$ cat src/rtl/inc_overflow_counter_if.sv
// inc_overflow_counter_if
//   Control and status bundle for inc_overflow_counter.
//   master : drives load/load_val/start/stop/ack_ovf and observes status
//   slave  : the counter; observes controls, drives count/overflow/ovf_sticky/busy
// Parameters:
//   WIDTH  count width in bits; must match the counter's WIDTH
interface inc_overflow_counter_if #(
    parameter int WIDTH = 4
);
    logic             load;
    logic [WIDTH-1:0] load_val;
    logic             start;
    logic             stop;
    logic             ack_ovf;
    logic [WIDTH-1:0] count;
    logic             overflow;
    logic             ovf_sticky;
    logic             busy;

    modport master (
        output load, load_val, start, stop, ack_ovf,
        input  count, overflow, ovf_sticky, busy
    );

    modport slave (
        input  load, load_val, start, stop, ack_ovf,
        output count, overflow, ovf_sticky, busy
    );
endinterface

$ cat src/rtl/inc_overflow_counter.sv
// inc_overflow_counter
//   Loadable up-counter that adds STEP each RUN cycle, takes the carry from
//   the full WIDTH+1 bit sum, flags it as a one-cycle overflow pulse plus a
//   sticky bit, and halts until the overflow is acknowledged.
// Ports:
//   clk   rising-edge clock
//   rst   synchronous active-high reset
//   bus   inc_overflow_counter_if.slave
//           load/load_val  load count, force IDLE, clear flags
//           start/stop     IDLE->RUN / RUN->IDLE requests
//           ack_ovf        clear ovf_sticky; HALT->IDLE
//           count          registered count
//           overflow       one-cycle pulse after the wrapping increment
//           ovf_sticky     held until ack_ovf, load or rst
//           busy           high while in RUN
// Build option:
//   INC_SATURATE_EN  when defined, a carrying increment leaves count at all
//                    ones instead of the wrapped value
//
// state | meaning
// ------+--------------------------------------------------------------
// IDLE  | count holds, waiting for start
// RUN   | count advances by STEP every cycle
// HALT  | overflow seen, count holds, waiting for ack_ovf (or load)
module inc_overflow_counter #(
    parameter int WIDTH = 4,
    parameter int STEP  = 1
) (
    input  logic                  clk,
    input  logic                  rst,
    inc_overflow_counter_if.slave bus
);

    if (WIDTH < 2 || WIDTH > 16 || STEP < 1 || STEP > ((1 << WIDTH) - 1)) begin : g_param_err
        $error("inc_overflow_counter: WIDTH or STEP out of legal range");
    end

    localparam logic [WIDTH:0] STEP_EXT = (WIDTH + 1)'(STEP);

    typedef enum logic [1:0] {
        ST_IDLE = 2'b00,
        ST_RUN  = 2'b01,
        ST_HALT = 2'b10
    } state_e;

    state_e           state_q,      state_d;
    logic [WIDTH-1:0] count_q,      count_d;
    logic             overflow_q,   overflow_d;
    logic             ovf_sticky_q, ovf_sticky_d;
    logic             busy_q,       busy_d;

    logic [WIDTH:0]   sum;
    logic             carry;
    logic [WIDTH-1:0] next_count;

    // Carry is taken from the widened sum so no bit is lost before the compare.
    always_comb begin
        sum   = {1'b0, count_q} + STEP_EXT;
        carry = sum[WIDTH];
`ifdef INC_SATURATE_EN
        next_count = carry ? {WIDTH{1'b1}} : sum[WIDTH-1:0];
`else
        next_count = sum[WIDTH-1:0];
`endif
    end

    always_comb begin
        state_d      = state_q;
        count_d      = count_q;
        overflow_d   = 1'b0;
        ovf_sticky_d = ovf_sticky_q;

        if (bus.load) begin
            count_d      = bus.load_val;
            state_d      = ST_IDLE;
            ovf_sticky_d = 1'b0;
        end else begin
            if (bus.ack_ovf) begin
                ovf_sticky_d = 1'b0;
            end
            case (state_q)
                ST_IDLE: begin
                    if (!bus.stop && bus.start) begin
                        state_d = ST_RUN;
                    end
                end
                ST_RUN: begin
                    if (bus.stop) begin
                        state_d = ST_IDLE;
                    end else begin
                        count_d = next_count;
                        if (carry) begin
                            // A fresh overflow re-arms the sticky bit even
                            // if a stale ack arrives in the same cycle.
                            overflow_d   = 1'b1;
                            ovf_sticky_d = 1'b1;
                            state_d      = ST_HALT;
                        end
                    end
                end
                ST_HALT: begin
                    if (bus.ack_ovf) begin
                        state_d = ST_IDLE;
                    end
                end
                default: state_d = ST_IDLE;
            endcase
        end

        busy_d = (state_d == ST_RUN);
    end

    always_ff @(posedge clk) begin
        if (rst) begin
            state_q      <= ST_IDLE;
            count_q      <= '0;
            overflow_q   <= 1'b0;
            ovf_sticky_q <= 1'b0;
            busy_q       <= 1'b0;
        end else begin
            state_q      <= state_d;
            count_q      <= count_d;
            overflow_q   <= overflow_d;
            ovf_sticky_q <= ovf_sticky_d;
            busy_q       <= busy_d;
        end
    end

    assign bus.count      = count_q;
    assign bus.overflow   = overflow_q;
    assign bus.ovf_sticky = ovf_sticky_q;
    assign bus.busy       = busy_q;

endmodule

$ cat src/flat_wrapper.sv
// flat-port wrapper written by rule: the top's interface ports become plain ports
module inc_overflow_counter_flat 
#(
    parameter int WIDTH = 4,
    parameter int STEP  = 1
)
  (clk, rst, bus_load, bus_load_val, bus_start, bus_stop, bus_ack_ovf, bus_count, bus_overflow, bus_ovf_sticky, bus_busy);
  inc_overflow_counter_if #(.WIDTH(WIDTH)) bus_i ();
  input  logic clk;
  input  logic rst;
  input wire logic [$bits(bus_i.load)-1:0] bus_load;
  input wire logic [$bits(bus_i.load_val)-1:0] bus_load_val;
  input wire logic [$bits(bus_i.start)-1:0] bus_start;
  input wire logic [$bits(bus_i.stop)-1:0] bus_stop;
  input wire logic [$bits(bus_i.ack_ovf)-1:0] bus_ack_ovf;
  output wire logic [$bits(bus_i.count)-1:0] bus_count;
  output wire logic [$bits(bus_i.overflow)-1:0] bus_overflow;
  output wire logic [$bits(bus_i.ovf_sticky)-1:0] bus_ovf_sticky;
  output wire logic [$bits(bus_i.busy)-1:0] bus_busy;
  assign bus_i.load = bus_load;
  assign bus_i.load_val = bus_load_val;
  assign bus_i.start = bus_start;
  assign bus_i.stop = bus_stop;
  assign bus_i.ack_ovf = bus_ack_ovf;
  assign bus_count = bus_i.count;
  assign bus_overflow = bus_i.overflow;
  assign bus_ovf_sticky = bus_i.ovf_sticky;
  assign bus_busy = bus_i.busy;
  inc_overflow_counter #(.WIDTH(WIDTH), .STEP(STEP)) u_core (.clk(clk), .rst(rst), .bus(bus_i));
endmodule
$ cat config.mk
export PLATFORM = sky130hd
export DESIGN_NAME = inc_overflow_counter_flat
export DESIGN_NICKNAME = d
export VERILOG_FILES = /design/src/rtl/inc_overflow_counter_if.sv /design/src/rtl/inc_overflow_counter.sv /design/src/flat_wrapper.sv
export SDC_FILE = /design/constraint.sdc
export NUM_CORES = 1
export LEC_CHECK = 0
export ABC_CLOCK_PERIOD_IN_PS = 1100
export BUFFER_PORTS_ARGS = -buffer_cell sky130_fd_sc_hd__clkbuf_2
export CAP_MARGIN = 20
export CORE_AREA = 4 4 41 43
export CTS_BUF_LIST = sky130_fd_sc_hd__clkbuf_16
export CTS_CLUSTER_SIZE = 14
export DETAILED_ROUTE_END_ITERATION = 10
export DIE_AREA = 0 0 45 47
export MAX_ROUTING_LAYER = met4
export PLACE_DENSITY = 0.6
export SYNTH_ARGS = -nofsm -noshare
export SYNTH_HDL_FRONTEND = slang
export SYNTH_SLANG_ARGS = --single-unit
$ cat constraint.sdc
create_clock -name clk -period 1.1 [get_ports clk]
set_input_delay 0.055 -clock clk [delete_from_list [all_inputs] [get_ports clk]]
set_output_delay 0.055 -clock clk [all_outputs]
set_load 0.01 [all_outputs]
* Word-level counts from Yosys, hierarchy flattened
Cells that the tools add are included.
** Storage, ports and cells
- Register bits after elaboration :: 9
- Input bits :: 10
- Output and inout port bits :: 7
- Logic and storage cells :: 32
** Cells by class
- Add/subtract/negate cells :: 1
- Equal/unequal tests :: 4
- Multiplexer cells :: 14
- Bitwise gates (word level) :: 1
- Reductions and logical operators :: 7
** Operators with widths (count)
- 4-bit two-way mux :: 3
- 2-bit two-way mux :: 5
- 2-bit one-hot mux with 3 select lines :: 1
- 4-bit by 1-bit adder with 5-bit output (second input constant) :: 1
- 1-bit two-way mux :: 5
- 2-bit by 1-bit equality test with 1-bit output (second input constant) :: 2
- 4-bit OR reduction :: 1
- 2-bit equality test (second input constant) :: 1
- 2-bit zero test :: 1
- 2-bit != test (second input constant) :: 1
- 2-bit AND reduction :: 1
- 2-bit nonzero test :: 1
- 2-bit OR reduction :: 1
- 1-bit logical AND :: 1
- 1-bit zero test :: 1
- 1-bit inverter :: 1

* Depth between registers and ports, before layout
- Word-level depth :: 6
- Depth in mapped cells :: 4
- Mapped depth without buffers :: 4

* Least setup slack after synthesis
Ideal clock, no wire load.
- Path type :: register to register
- Start :: reg u_core.state_q[1]
- End :: reg u_core.count_q[3], in the netlist u_core.bus.count[3]
- Library setup time :: 0.103 ns
- Data arrival time :: 1.077 ns
- Required time :: 0.997 ns
- Setup slack :: -0.080 ns
- Stages on the path, launching flop included :: 4
- Buffers on the path :: 0
- Period minus slack after synthesis :: 1.180 ns
- Cell sequence :: dfxtp_1 -> nor3b_4 -> a211oi_1 -> a2111oi_2
** On the way
- Longest elaborated chain between the ends :: 3
** RTL lines
- start: declaration :: line inc_overflow_counter.sv:46 : state_e state_q, state_d;
- start signal: assignment :: line inc_overflow_counter.sv:121 : state_q <= state_d;
- 2-bit by 1-bit equality test with 1-bit output :: line inc_overflow_counter.sv:81 : case (state_q)
- 2-bit nonzero test (no line)
- 2-bit AND reduction (no line)
- end signal: assignment :: line inc_overflow_counter.sv:122 : count_q <= count_d;
- end: declaration :: line inc_overflow_counter.sv:47 : logic [WIDTH-1:0] count_q, count_d;
No other way between the ends.
A chain may end at the register's enable or synchronous reset.

* Worst setup path after layout
- Start :: reg u_core.state_q[0]
- End :: reg u_core.count_q[1], in the netlist u_core.bus.count[1]
The elaborated chain is that of the path after synthesis.

==> metrics <==
status=complete, but fails checks; failing checks=negative setup slack; post-synthesis instance total=38; reg2reg path depth=4; clk_lat worst skew=0.23 ns; pin count of the biggest net entering global routing=7; post-synthesis net count=49; Hold Path Class=primary input to flop; row count=13; max-slew violations=0; Max Buffers Root-to-Sink=2; Seq cells post-synth=9; post-placement cell area=569 um^2; period utilization=1.04; Worst Path Max Fanout=6; Min-Delay Path Depth=2; worst-margin pin slew=0.278 ns; die width=about 45 um; TritonCTS clock tree=done; setup bufs post-CTS=0; CP Capture Type=flop; vias post-DR=384; total global-route track usage=0.105; remaining antenna violation count=0; final count of hold timing violations=0; n_diodes=0; fmax=around 870 MHz; number of fill cells=approximately 130; Rel. slew slack=0.815; max-cap check violation count=0; Syn-to-layout area delta=67.7%; GP Congestion=roughly 0.74; DP HPWL=roughly 680 um; io pins=17; RSZ-0062 raised after global routing=yes; total CTS buffers=3; final setup margin=-0.0477 ns; # nets final=78; WL final=approximately 900 um; wire per inst=approximately 11 um; die height=around 47 um; number of port buffers=16; Seq/Total Area, Yosys=0.447; antenna violations before repair=0; Core ar.=around 1300 um^2; H-tree depth=1; number of global-route vias before repair=360; Pwr Density=between 1500 and 2000 nW/um^2; yosys warns=0; Arr. time, crit path=1.26 ns; Worst-path clk slew=0.04 ns; peak supply drop=between 0.0006 and 0.0007 V; first-pass GRT wire length=between 1000 and 1500 um; clk sinks=9; Hold Buf Count CTS=0; DRT Pass-1 Iters=2; share of cells above drive strength 1=0.621; final instance area=676 um^2; clock period minus worst slack=1.15 ns; Worst Setup Path Type=flop to flop; hold_ws=~0.05 ns; Vias/cell=4.74; Iter 0 DRT Violations=2; area of the mapped netlist=between 400 and 500 um^2; Starting Density=0.310; DRC=0; crit start category=flop; grt total ovfl=0; Root Driver=clkbuf_16; Avg Synthesized Cell Area=10.6 um^2; Worst Path Required=1.21 ns; count of cell types in the netlist=19; Worst Skew=roughly 0.0025 ns; Final setup violation count=6; Die Area=2120 um^2; Leak Pwr=~0.3 nW
## cell usage in the layout, fill, tap and decap left out
cell / instances
dfxtp_2: 3
a211oi_2: 1
or2_2: 1
nor4_1: 2
a211oi_1: 3
nor2_1: 3
nand4_1: 2
nand2b_1: 1
nor3b_4: 1
clkbuf_16: 3
dfxtp_1: 5
ha_4: 1
dfxtp_4: 1
and3_1: 1
clkbuf_2: 16
a21oi_2: 1
o21ai_1: 1
a221oi_2: 1
buf_4: 8
xnor2_1: 1
and4_2: 2
or2b_1: 1
a2111oi_2: 2
mux2i_1: 1
inv_1: 4
## flip-flops by register name (all words and copies together) (netlist names)
register	cells
u_core.bus.count	4
u_core.state_q	2
u_core.bus.overflow	1
u_core.bus.busy	1
u_core.bus.ovf_sticky	1
## critical path, cell delays in order (launching register included)
cell	delay, ns
dfxtp_2	0.32
nor3b_4	0.28
buf_4	0.18
mux2i_1	0.17
a211oi_1	0.08
## synthesized netlist by cell type
master     n  area [um^2]
a221oi_1   1         8.76
inv_1      3         11.3
or2b_1     1         7.51
a211oi_1   4         30.0
nand4_1    2         12.5
and3_1     1         6.26
xnor2_1    1         8.76
o21ai_0    1         5.00
nor3b_4    1         18.8
mux2i_1    1         10.0
a21oi_1    1         5.00
nand2b_1   1         6.26
and4_2     2         20.0
ha_1       1         12.5
or2_2      1         6.26
nor2_1     3         11.3
dfxtp_1    9          180
nor4_1     2         12.5
a2111oi_2  2         30.0
## cell type report
cell class / count / area [um^2] / share of cell area
clock buffers: 3 / 75.1 / 0.111
multi-input cells: 26 / 239 / 0.354
clock inverters: 1 / 3.75 / 0.00556
repair buffers: 24 / 140 / 0.207
well taps: 15 / 18.8 / 0.0278
flip-flops and latches: 9 / 188 / 0.278
inverters: 3 / 11.3 / 0.0167
## logic make-up after synthesis
group / Yosys count / synth area share
compound gates: 9 / 0.196
xor+xnor: 1 / 0.0217
fa+ha+maj: 1 / 0.0311
buf+inv: 3 / 0.0279
flops: 9 / 0.447
mux: 1 / 0.0248
simple gates: 14 / 0.252
## what timing repair did
| item | CTS | global route |
|---|---|---|
| endpoints found under the setup margin | 6 | 9 |
| pin swaps | 3 | 3 |
| cloned | 0 | 0 |
| gates resized for setup | 2 | 6 |
## power by group
| group | leakage [nW] | internal, mW | switching [mW] |
|---|---|---|---|
| registers | 0.0756 | 0.341 | 0.0124 |
| clock network | 0.0423 | 0.474 | 0.149 |
| logic | 0.176 | 0.0552 | 0.0505 |
## final timing paths
path,start,to,slack (ns)
max,u_core.state_q[0],u_core.bus.count[1],-0.05
min,bus_stop,u_core.state_q[0],0.05
max reg2reg,u_core.state_q[0],u_core.bus.count[1],-0.05
min reg2reg,u_core.bus.ovf_sticky,u_core.bus.ovf_sticky,0.49
## routing by layer
| layer | wire [um] | global-route usage |
|---|---|---|
| met1 | 438 | 0.125 |
| met2 | 384 | 0.141 |
| met5 | 0 | - |
| met4 | 25 | 0.105 |
| met3 | 70 | 0.0230 |
## through the flow
step	utilization	setup TNS, ns	total power, mW	cells	setup WS, ns
after floorplan	-	-0.0495	0.400	38	-0.0202
after global placement	0.438	-0.113	0.457	77	-0.0420
after detailed placement	0.438	-0.121	0.457	77	-0.0544
after CTS	0.506	-0.201	1.09	81	-0.0554
after global routing	0.519	-0.699	1.13	81	-0.107
final	0.519	-0.170	1.08	81	-0.0477
Note: power is estimated with default switching activity, not from simulation.
